===== config.mk =====
export PLATFORM = sky130hd
export DESIGN_NAME = fetch_controller
export DESIGN_NICKNAME = d
export VERILOG_FILES = /design/src/rtl/pipeline_pkg.sv /design/src/rtl/fetch_buffer.sv /design/src/rtl/fetch_controller.sv
export SDC_FILE = /design/constraint.sdc
export NUM_CORES = 1
export LEC_CHECK = 0
export BUFFER_PORTS_ARGS = -buffer_cell sky130_fd_sc_hd__buf_2
export CORE_ASPECT_RATIO = 1.5
export CORE_MARGIN = 1.5
export CORE_UTILIZATION = 40
export CTS_CLUSTER_SIZE = 12
export DETAILED_ROUTE_END_ITERATION = 7
export GPL_TIMING_DRIVEN = 0
export PLACE_DENSITY_LB_ADDON = 0.1
export SLEW_MARGIN = 10
export SYNTH_ARGS = -nofsm -noshare
export SYNTH_HDL_FRONTEND = slang
export SYNTH_HIERARCHICAL = 1
export SYNTH_SLANG_ARGS = --single-unit

===== constraint.sdc =====
create_clock -name clk -period 10.6 [get_ports clk]
set_input_delay 2.12 -clock clk [delete_from_list [all_inputs] [get_ports clk]]
set_output_delay 2.12 -clock clk [all_outputs]
set_load 0.005 [all_outputs]

===== src/rtl/pipeline_pkg.sv =====
// ---------------------------------------------------------------------------
// pipeline_pkg
// Shared definitions for the instruction fetch front end.
//   fetch_state_t : controller state encoding (FETCH / WAIT / DRAIN)
//   PC_INCR       : byte distance between consecutive instruction words
//   fetch_entry_t : one buffered instruction, {pc, instr}
// ---------------------------------------------------------------------------
package pipeline_pkg;

  typedef enum logic [1:0] {
    FETCH = 2'd0,
    WAIT  = 2'd1,
    DRAIN = 2'd2
  } fetch_state_t;

  localparam logic [31:0] PC_INCR = 32'd4;

  typedef struct packed {
    logic [31:0] pc;
    logic [31:0] instr;
  } fetch_entry_t;

endpackage


===== src/rtl/fetch_buffer.sv =====
// ---------------------------------------------------------------------------
// fetch_buffer
// Two-entry in-order buffer of fetched {pc, instr} pairs.
// Ports:
//   clk, reset  : clock and synchronous active-high reset (empties the buffer)
//   push        : write push_entry at the tail (caller guarantees count < 2)
//   pop         : drop the head entry (caller guarantees count > 0)
//   flush       : empty the buffer; overrides push and pop
//   push_entry  : entry written on push
//   count       : current occupancy, 0..2
//   head        : oldest entry; meaningless when count == 0
// ---------------------------------------------------------------------------
module fetch_buffer
  import pipeline_pkg::*;
(
  input  logic         clk,
  input  logic         reset,
  input  logic         push,
  input  logic         pop,
  input  logic         flush,
  input  fetch_entry_t push_entry,
  output logic [1:0]   count,
  output fetch_entry_t head
);

  fetch_entry_t entries [2];
  logic         rd_ptr;
  logic         wr_ptr;

  // Pointers toggle between the two slots; a simultaneous push and pop
  // moves both pointers and leaves the occupancy unchanged.
  always_ff @(posedge clk) begin
    if (reset || flush) begin
      rd_ptr <= 1'b0;
      wr_ptr <= 1'b0;
      count  <= 2'd0;
    end else begin
      if (push) begin
        entries[wr_ptr] <= push_entry;
        wr_ptr          <= ~wr_ptr;
      end
      if (pop) begin
        rd_ptr <= ~rd_ptr;
      end
      case ({push, pop})
        2'b10:   count <= count + 2'd1;
        2'b01:   count <= count - 2'd1;
        default: count <= count;
      endcase
    end
  end

  assign head = entries[rd_ptr];

endmodule


===== src/rtl/fetch_controller.sv =====
// ---------------------------------------------------------------------------
// fetch_controller
// Instruction fetch unit: issues one word read at a time, buffers up to two
// returned instructions for decode, handles redirects and flags memory
// response timeouts.
// Parameters:
//   RESET_PC : fetch address loaded on reset
//   TIMEOUT  : cycles allowed in WAIT/DRAIN before fetch_error is raised
// Ports:
//   clk, reset      : clock and synchronous active-high reset
//   stall           : decode is holding; the presented instruction is kept
//   redirect_valid  : taken branch/jump this cycle
//   redirect_pc     : new fetch byte address (low two bits ignored)
//   mem_req         : single-cycle read request
//   mem_addr        : word-aligned byte address of the request
//   mem_rvalid      : read data valid
//   mem_rdata       : returned instruction word
//   inst_valid      : inst/inst_pc carry a fetched instruction
//   inst, inst_pc   : buffer head word and its byte address
//   fetch_error     : sticky response-timeout flag
// ---------------------------------------------------------------------------
module fetch_controller
  import pipeline_pkg::*;
#(
  parameter logic [31:0] RESET_PC = 32'h0000_0000,
  parameter int          TIMEOUT  = 16
) (
  input  logic        clk,
  input  logic        reset,
  input  logic        stall,
  input  logic        redirect_valid,
  input  logic [31:0] redirect_pc,
  output logic        mem_req,
  output logic [31:0] mem_addr,
  input  logic        mem_rvalid,
  input  logic [31:0] mem_rdata,
  output logic        inst_valid,
  output logic [31:0] inst,
  output logic [31:0] inst_pc,
  output logic        fetch_error
);

  localparam int                  TIMER_W      = $clog2(TIMEOUT + 1);
  localparam logic [TIMER_W-1:0]  TIMEOUT_LAST = TIMER_W'(TIMEOUT - 1);

  fetch_state_t       state;
  logic [31:0]        fetch_pc;
  logic [TIMER_W-1:0] timeout_cnt;
  logic [31:0]        redirect_target;
  logic               issue;
  logic               push;
  logic               pop;
  logic [1:0]         occupancy;
  fetch_entry_t       head;
  fetch_entry_t       push_entry;
  logic               unused_redirect_bits;

  assign redirect_target      = {redirect_pc[31:2], 2'b00};
  assign unused_redirect_bits = ^redirect_pc[1:0];

  // A request is only issued while the buffer has room for its response,
  // so a returning word can always be pushed.
  assign issue      = (state == FETCH) && (occupancy < 2'd2) && !redirect_valid;
  assign mem_req    = issue && !reset;
  assign mem_addr   = fetch_pc;

  // A redirect hides the buffer in the same cycle so decode never sees a
  // wrong-path instruction, and no pop is taken.
  assign inst_valid = (occupancy != 2'd0) && !redirect_valid && !reset;
  assign pop        = inst_valid && !stall;
  assign push       = (state == WAIT) && mem_rvalid && !redirect_valid;
  assign push_entry = '{pc: fetch_pc, instr: mem_rdata};
  assign inst       = head.instr;
  assign inst_pc    = head.pc;

  fetch_buffer u_buffer (
    .clk        (clk),
    .reset      (reset),
    .push       (push),
    .pop        (pop),
    .flush      (redirect_valid),
    .push_entry (push_entry),
    .count      (occupancy),
    .head       (head)
  );

  // Main fetch FSM plus the response timer. The timer is held at zero in
  // FETCH so it restarts on every entry to WAIT, and again on WAIT->DRAIN.
  // Once the error is raised the timer freezes so it cannot wrap.
  always_ff @(posedge clk) begin
    if (reset) begin
      state       <= FETCH;
      fetch_pc    <= RESET_PC;
      timeout_cnt <= '0;
      fetch_error <= 1'b0;
    end else begin
      case (state)
        FETCH: begin
          timeout_cnt <= '0;
          if (redirect_valid) begin
            fetch_pc <= redirect_target;
          end else if (issue) begin
            state <= WAIT;
          end
        end
        WAIT: begin
          if (redirect_valid) begin
            fetch_pc    <= redirect_target;
            timeout_cnt <= '0;
            state       <= mem_rvalid ? FETCH : DRAIN;
          end else if (mem_rvalid) begin
            fetch_pc <= fetch_pc + PC_INCR;
            state    <= FETCH;
          end else if (!fetch_error) begin
            timeout_cnt <= timeout_cnt + TIMER_W'(1);
            if (timeout_cnt == TIMEOUT_LAST) begin
              fetch_error <= 1'b1;
            end
          end
        end
        DRAIN: begin
          // The response to the abandoned request ends the drain even if
          // another redirect lands in the same cycle: nothing is left in
          // flight afterwards.
          if (redirect_valid) begin
            fetch_pc <= redirect_target;
          end
          if (mem_rvalid) begin
            state <= FETCH;
          end else if (!fetch_error) begin
            timeout_cnt <= timeout_cnt + TIMER_W'(1);
            if (timeout_cnt == TIMEOUT_LAST) begin
              fetch_error <= 1'b1;
            end
          end
        end
        default: begin
          state <= FETCH;
        end
      endcase
    end
  end

endmodule


Word-level counts from Yosys, hierarchy flattened --
Memory sizes are Yosys's and may differ from the RTL's. A register that Yosys moved wholly into a read port is not among the register bits. Cells that the tools add are included.
Word-level totals: bits of input ports 69, output and inout port bits 99, flip-flop bits (word level) 44, memories kept 1, bits in writable memories 128
Memory list:
- u_buffer.entries | depth 2, bits a word 64, read ports 1, clocked after memory_dff 1, wr ports 1, line fetch_buffer.sv:26 | fetch_entry_t entries [2];
Operators by class: equal/unequal tests 10, $lt $le $gt $ge 1, reduce and logical (&&, ||, !) cells 22, multiplexer cells 25, $add $sub $neg 4, bitwise logic cells 2
Operators with widths (number):
- 2-to-1 mux 32 bit | 3
- case mux 32 bit (2 select lines) | 1
- adder 32 x 3 -> 32 bit, second input constant | 1
- 2-to-1 mux 5 bit | 3
- case mux 5 bit (3 select lines) | 1
- 2-to-1 mux 2 bit | 5
- 2-to-1 mux 1 bit | 9
- logical AND 1 bit | 8
- nonzero test 2 bit | 4
- != test 2 bit, second input constant | 3
- case mux 2 bit (3 select lines) | 1
- adder 5 x 1 -> 5 bit, second input constant | 1
- equality test 5 x 4 -> 1 bit, second input constant | 1
- equality test 2 x 1 -> 1 bit, second input constant | 2
- equality test 2 bit, second input constant | 2
- case mux 2 bit (2 select lines) | 1
- AND reduction 2 bit | 2
- logical NOT 1 bit | 3
- != test 3 bit, second input constant | 1
- AND reduction 3 bit | 1
- nonzero test 3 bit | 1
- adder 2 x 1 -> 2 bit, second input constant | 1
- logical NOT 2 bit | 1
- less-than comparator 2 bit, second input constant | 1
- 6 further kinds | 7

Longest topological paths before layout --
word-level depth 6, gate-level depth with buffers 9

By module --
The synthesis kept the hierarchy.
By module, submodules not included:
- fetch_buffer | cells each 220, seq. area each 3943.8 um2, instances 1, area each 4845.9 um2
- fetch_controller | cells each 302, seq. area each 760.7 um2, instances 1, area each 2374.8 um2

Worst setup path after synthesis --
No wires, ideal clock.
path type input to register, start point input port redirect_valid, end point memory u_buffer/entries[0][0] in the netlist's numbering, enable pin, setup slack 1.097 ns, path buffers 1, cell stages on the path 5, arrival 8.858 ns, data required time 9.956 ns, cells stage by stage clkbuf_1 > nor2b_1 > and2_1 > inv_1 > nor4_1
On the way: longest elaborated chain between the ends 5
Ends and longest elaborated chain:
- start: declaration | line fetch_controller.sv:31 | input logic redirect_valid,
- logical NOT 1 bit | line fetch_controller.sv:71 | assign push = (state == WAIT) && mem_rvalid && !redirect_valid;
- logical AND 1 bit | line fetch_controller.sv:71
- net push | line fetch_controller.sv:51 | logic push;
- 2-to-1 mux 1 bit | line fetch_buffer.sv:38 | if (push) begin
- 2-to-1 mux 1 bit | line fetch_buffer.sv:33 | if (reset || flush) begin
- 2-to-1 mux 1 bit (implied by the code) | line fetch_buffer.sv:39 | entries[wr_ptr] <= push_entry;
- end: declaration | line fetch_buffer.sv:26
The timed path passes the listed nets, and every way through them passes these cells.

Worst setup path after layout --
start point input port reset, end point output port inst_valid
On the way: longest elaborated chain between the ends 2
Ends and longest elaborated chain:
- start: declaration | line fetch_controller.sv:29 | input logic reset,
- logical NOT 1 bit | line fetch_controller.sv:69 | assign inst_valid = (occupancy != 2'd0) && !redirect_valid && !reset;
- logical AND 1 bit | line fetch_controller.sv:69
- end: declaration | line fetch_controller.sv:37 | output logic inst_valid,
No other way between the ends.

==> impl_metrics.env <==
export IMPL_slew_viol_final=0
export IMPL_cellLeakagePower_uw=0.00340
export IMPL_numPortBuffers=163
export IMPL_area_growth_pct=24.8
export IMPL_crit_required_ns=8.48
export IMPL_path_clk_slew_ns=0.07
export IMPL_grt_antenna_before_repair=0
export IMPL_async_flop_share_pct=0
export IMPL_yosys_register_bits=171
export IMPL_critical_path_max_fanout=10
export IMPL_syn_area_um2=7220
export IMPL_start_util_pct=40.6
export IMPL_diodes=0
export IMPL_status="finished, final reports clean"
export IMPL_setup_viol=0
export IMPL_timing_fmax_ghz=0.179
export IMPL_track_usage_pct=18.4
export IMPL_drc=0
export IMPL_finClkSkew_ns=0.00986
export IMPL_clock_latency_ns=0.42
export IMPL_tightest_slew_ns=1.25
export IMPL_grt_max_degree=57
export IMPL_cts_htree_levels=4
export IMPL_avgRoutedWirePerCell_um=18.1
export IMPL_maxCapViolCount=0
export IMPL_via_count=4988
export IMPL_peakVddDrop_mv=0.0879
export IMPL_totalWireLength_um=17200
export IMPL_cts_buffers=17
export IMPL_syn_area_per_cell_um2=13.8
export IMPL_grt_overflow=0
export IMPL_cts_root_buf="clkbuf_16"
export IMPL_reg2reg_slack_ns=7.58
export IMPL_final_period_utilization_pct=52.8
export IMPL_first_pass_iters=4
export IMPL_synth_seq_area_share_pct=65.2
export IMPL_grt_pass1_wl_um=26900
export IMPL_yosys_warnings=6
export IMPL_gr_usage_met2_pct=33.5
export IMPL_placedCellCount=918
export IMPL_cts_resized=0
export IMPL_yosysUniqueCellTypes=54
export IMPL_power_uw=1430
export IMPL_critPathCaptureType="primary output"
export IMPL_die_width_um=113
export IMPL_ctsHoldBuffers=0
export IMPL_io_pins=168
export IMPL_dp_hpwl_um=12400
export IMPL_met1_usage_pct=20.0
export IMPL_fin_util_pct=50.6
export IMPL_holdWs_ns=0.498
export IMPL_power_density_nw_per_um2=159
export IMPL_min_path_type="reg -> reg"
export IMPL_slew_headroom_pct=16.2
export IMPL_rsz0062_at_grt="false"
export IMPL_cp_arrival_ns=3.47
export IMPL_clock_path_buffers=2
export IMPL_cts_tree="built"
export IMPL_drtIter0Drc=297
export IMPL_fin_cells=950
export IMPL_synth_edf_count=128
export IMPL_met3_usage_pct=4.52
export IMPL_finalCriticalPeriod_ns=5.59
export IMPL_core_area_um2=17800
export IMPL_grt_most_used_layer="met2"
export IMPL_rows=60
export IMPL_synth_flop_cell="edfxtp_1"
export IMPL_antenna_left=0
export IMPL_nets=798
export IMPL_drive_gt1_share_pct=40.2
export IMPL_path_class="in -> out"
export IMPL_gp_congestion=0.874
export IMPL_post_cts_setup_buffer_count=0
export IMPL_clock_sinks=171
export IMPL_finalHoldViolations=0
export IMPL_worstSetupStartpointType="input pin"
export IMPL_viasPerCell=5.25
export IMPL_die_height_um=168
export IMPL_postSynthCellCount=522
export IMPL_die_area_um2=18900
export IMPL_grt_pass1_vias=5248
## flip-flops by register name, summed over array words and instances, names as in the netlist, named ones only
name / count
fetch_error: 1
mem_addr: 30
state: 2
timeout_cnt: 5
u_buffer/count: 2
u_buffer/entries: 128
u_buffer/rd_ptr: 1
u_buffer/wr_ptr: 1
## metal layers
layer / part of all wire (%) / vias to the layer above
met5: 0 / -
met2: 53 / 167
met3: 5.3 / 24
li1: - / 2402
met4: 2.5 / 0
met1: 39 / 2395
## power breakdown
group / switching (uW) / leakage [uW] / total (uW) / internal [uW]
combinational: 45.6 / 0.00161 / 82.2 / 36.6
clock: 265 / 0.000274 / 594 / 329
sequential: 22.1 / 0.00152 / 756 / 733
total: 333 / 0.00340 / 1430 / 1100
## worst paths after layout
| path | startpoint | end | cells after the start |
|---|---|---|---|
| worst min register to register | timeout_cnt[4] | timeout_cnt[4] | 2 |
| worst max-delay path | reset | inst_valid | 5 |
| worst min-delay path | timeout_cnt[4] | timeout_cnt[4] | 2 |
| worst max register to register | state[1] | u_buffer/entries[0][13] | 10 |
## cells in the mapped netlist, drive strengths merged, types with 10 or more instances
| master | number | area (um2) |
|---|---|---|
| mux2 | 64 | 721 |
| a211oi | 24 | 200 |
| nor3 | 15 | 85.1 |
| edfxtp | 128 | 3840 |
| dfxtp | 43 | 861 |
| o21bai | 10 | 75.1 |
| clkbuf | 16 | 60.1 |
| o21ai | 15 | 75.1 |
| nor2 | 42 | 158 |
| a21oi | 18 | 90.1 |
| nand2 | 29 | 109 |
| and3 | 13 | 81.3 |
## cell type report
class / count / area [um2]
well taps: 217 / 272
fillers: 1601 / 8780
clock inverters: 14 / 136
multi-input cells: 325 / 2370
clock buffers: 18 / 429
repair buffers: 174 / 922
flip-flops and latches: 171 / 4700
inverters: 6 / 22.5
plain buffers: 25 / 150
## kinds of logic (layout without fill, tap and decap cells)
family	Yosys count	in the layout	share of synthesized area (%)
fa+ha+maj	9	9	1.56
compound gates	95	95	9.25
other cells	1	6	0.0519
flops	171	171	65.2
xor+xnor	8	8	0.970
mux	65	65	10.1
buf+inv	31	237	2.39
simple gates	142	142	10.5
## critical path: stages
cell and delay (ns):
buf_2 0.15, clkbuf_1 0.41, clkbuf_1 0.53, nor3_1 0.11, buf_2 0.15
## metrics by stage
step	setup slack, ns	TNS [ns]	area (um2)
2_1_floorplan	1.10	0	7240
3_5_place_dp	5.01	0	8440
5_1_grt	4.86	0	9010
3_3_place_gp	-3.11	-198.93	8330
6_report	5.01	0	9010
4_1_cts	5.00	0	9010
## cell usage in the layout, fill, tap and decap left out, drive strengths merged, types with 2 or more instances in the layout
cell type,n
buf,183
edfxtp,128
mux2,64
dfxtp,43
nor2,42
clkbuf,34
nand2,29
a211oi,24
a21oi,18
o21ai,15
nor3,15
and3,13
inv,12
o21bai,10
a311oi,9
ha,9
nor4,8
and4,7
nand3,6
conb,6
nand4,6
and2,5
xnor2,5
o22ai,5
clkinv,5
xor2,3
nor2b,2
nand2b,2
or3,2
a31oi,2
a41o,2
clkinvlp,2
Power figures use the tool's default switching activity.
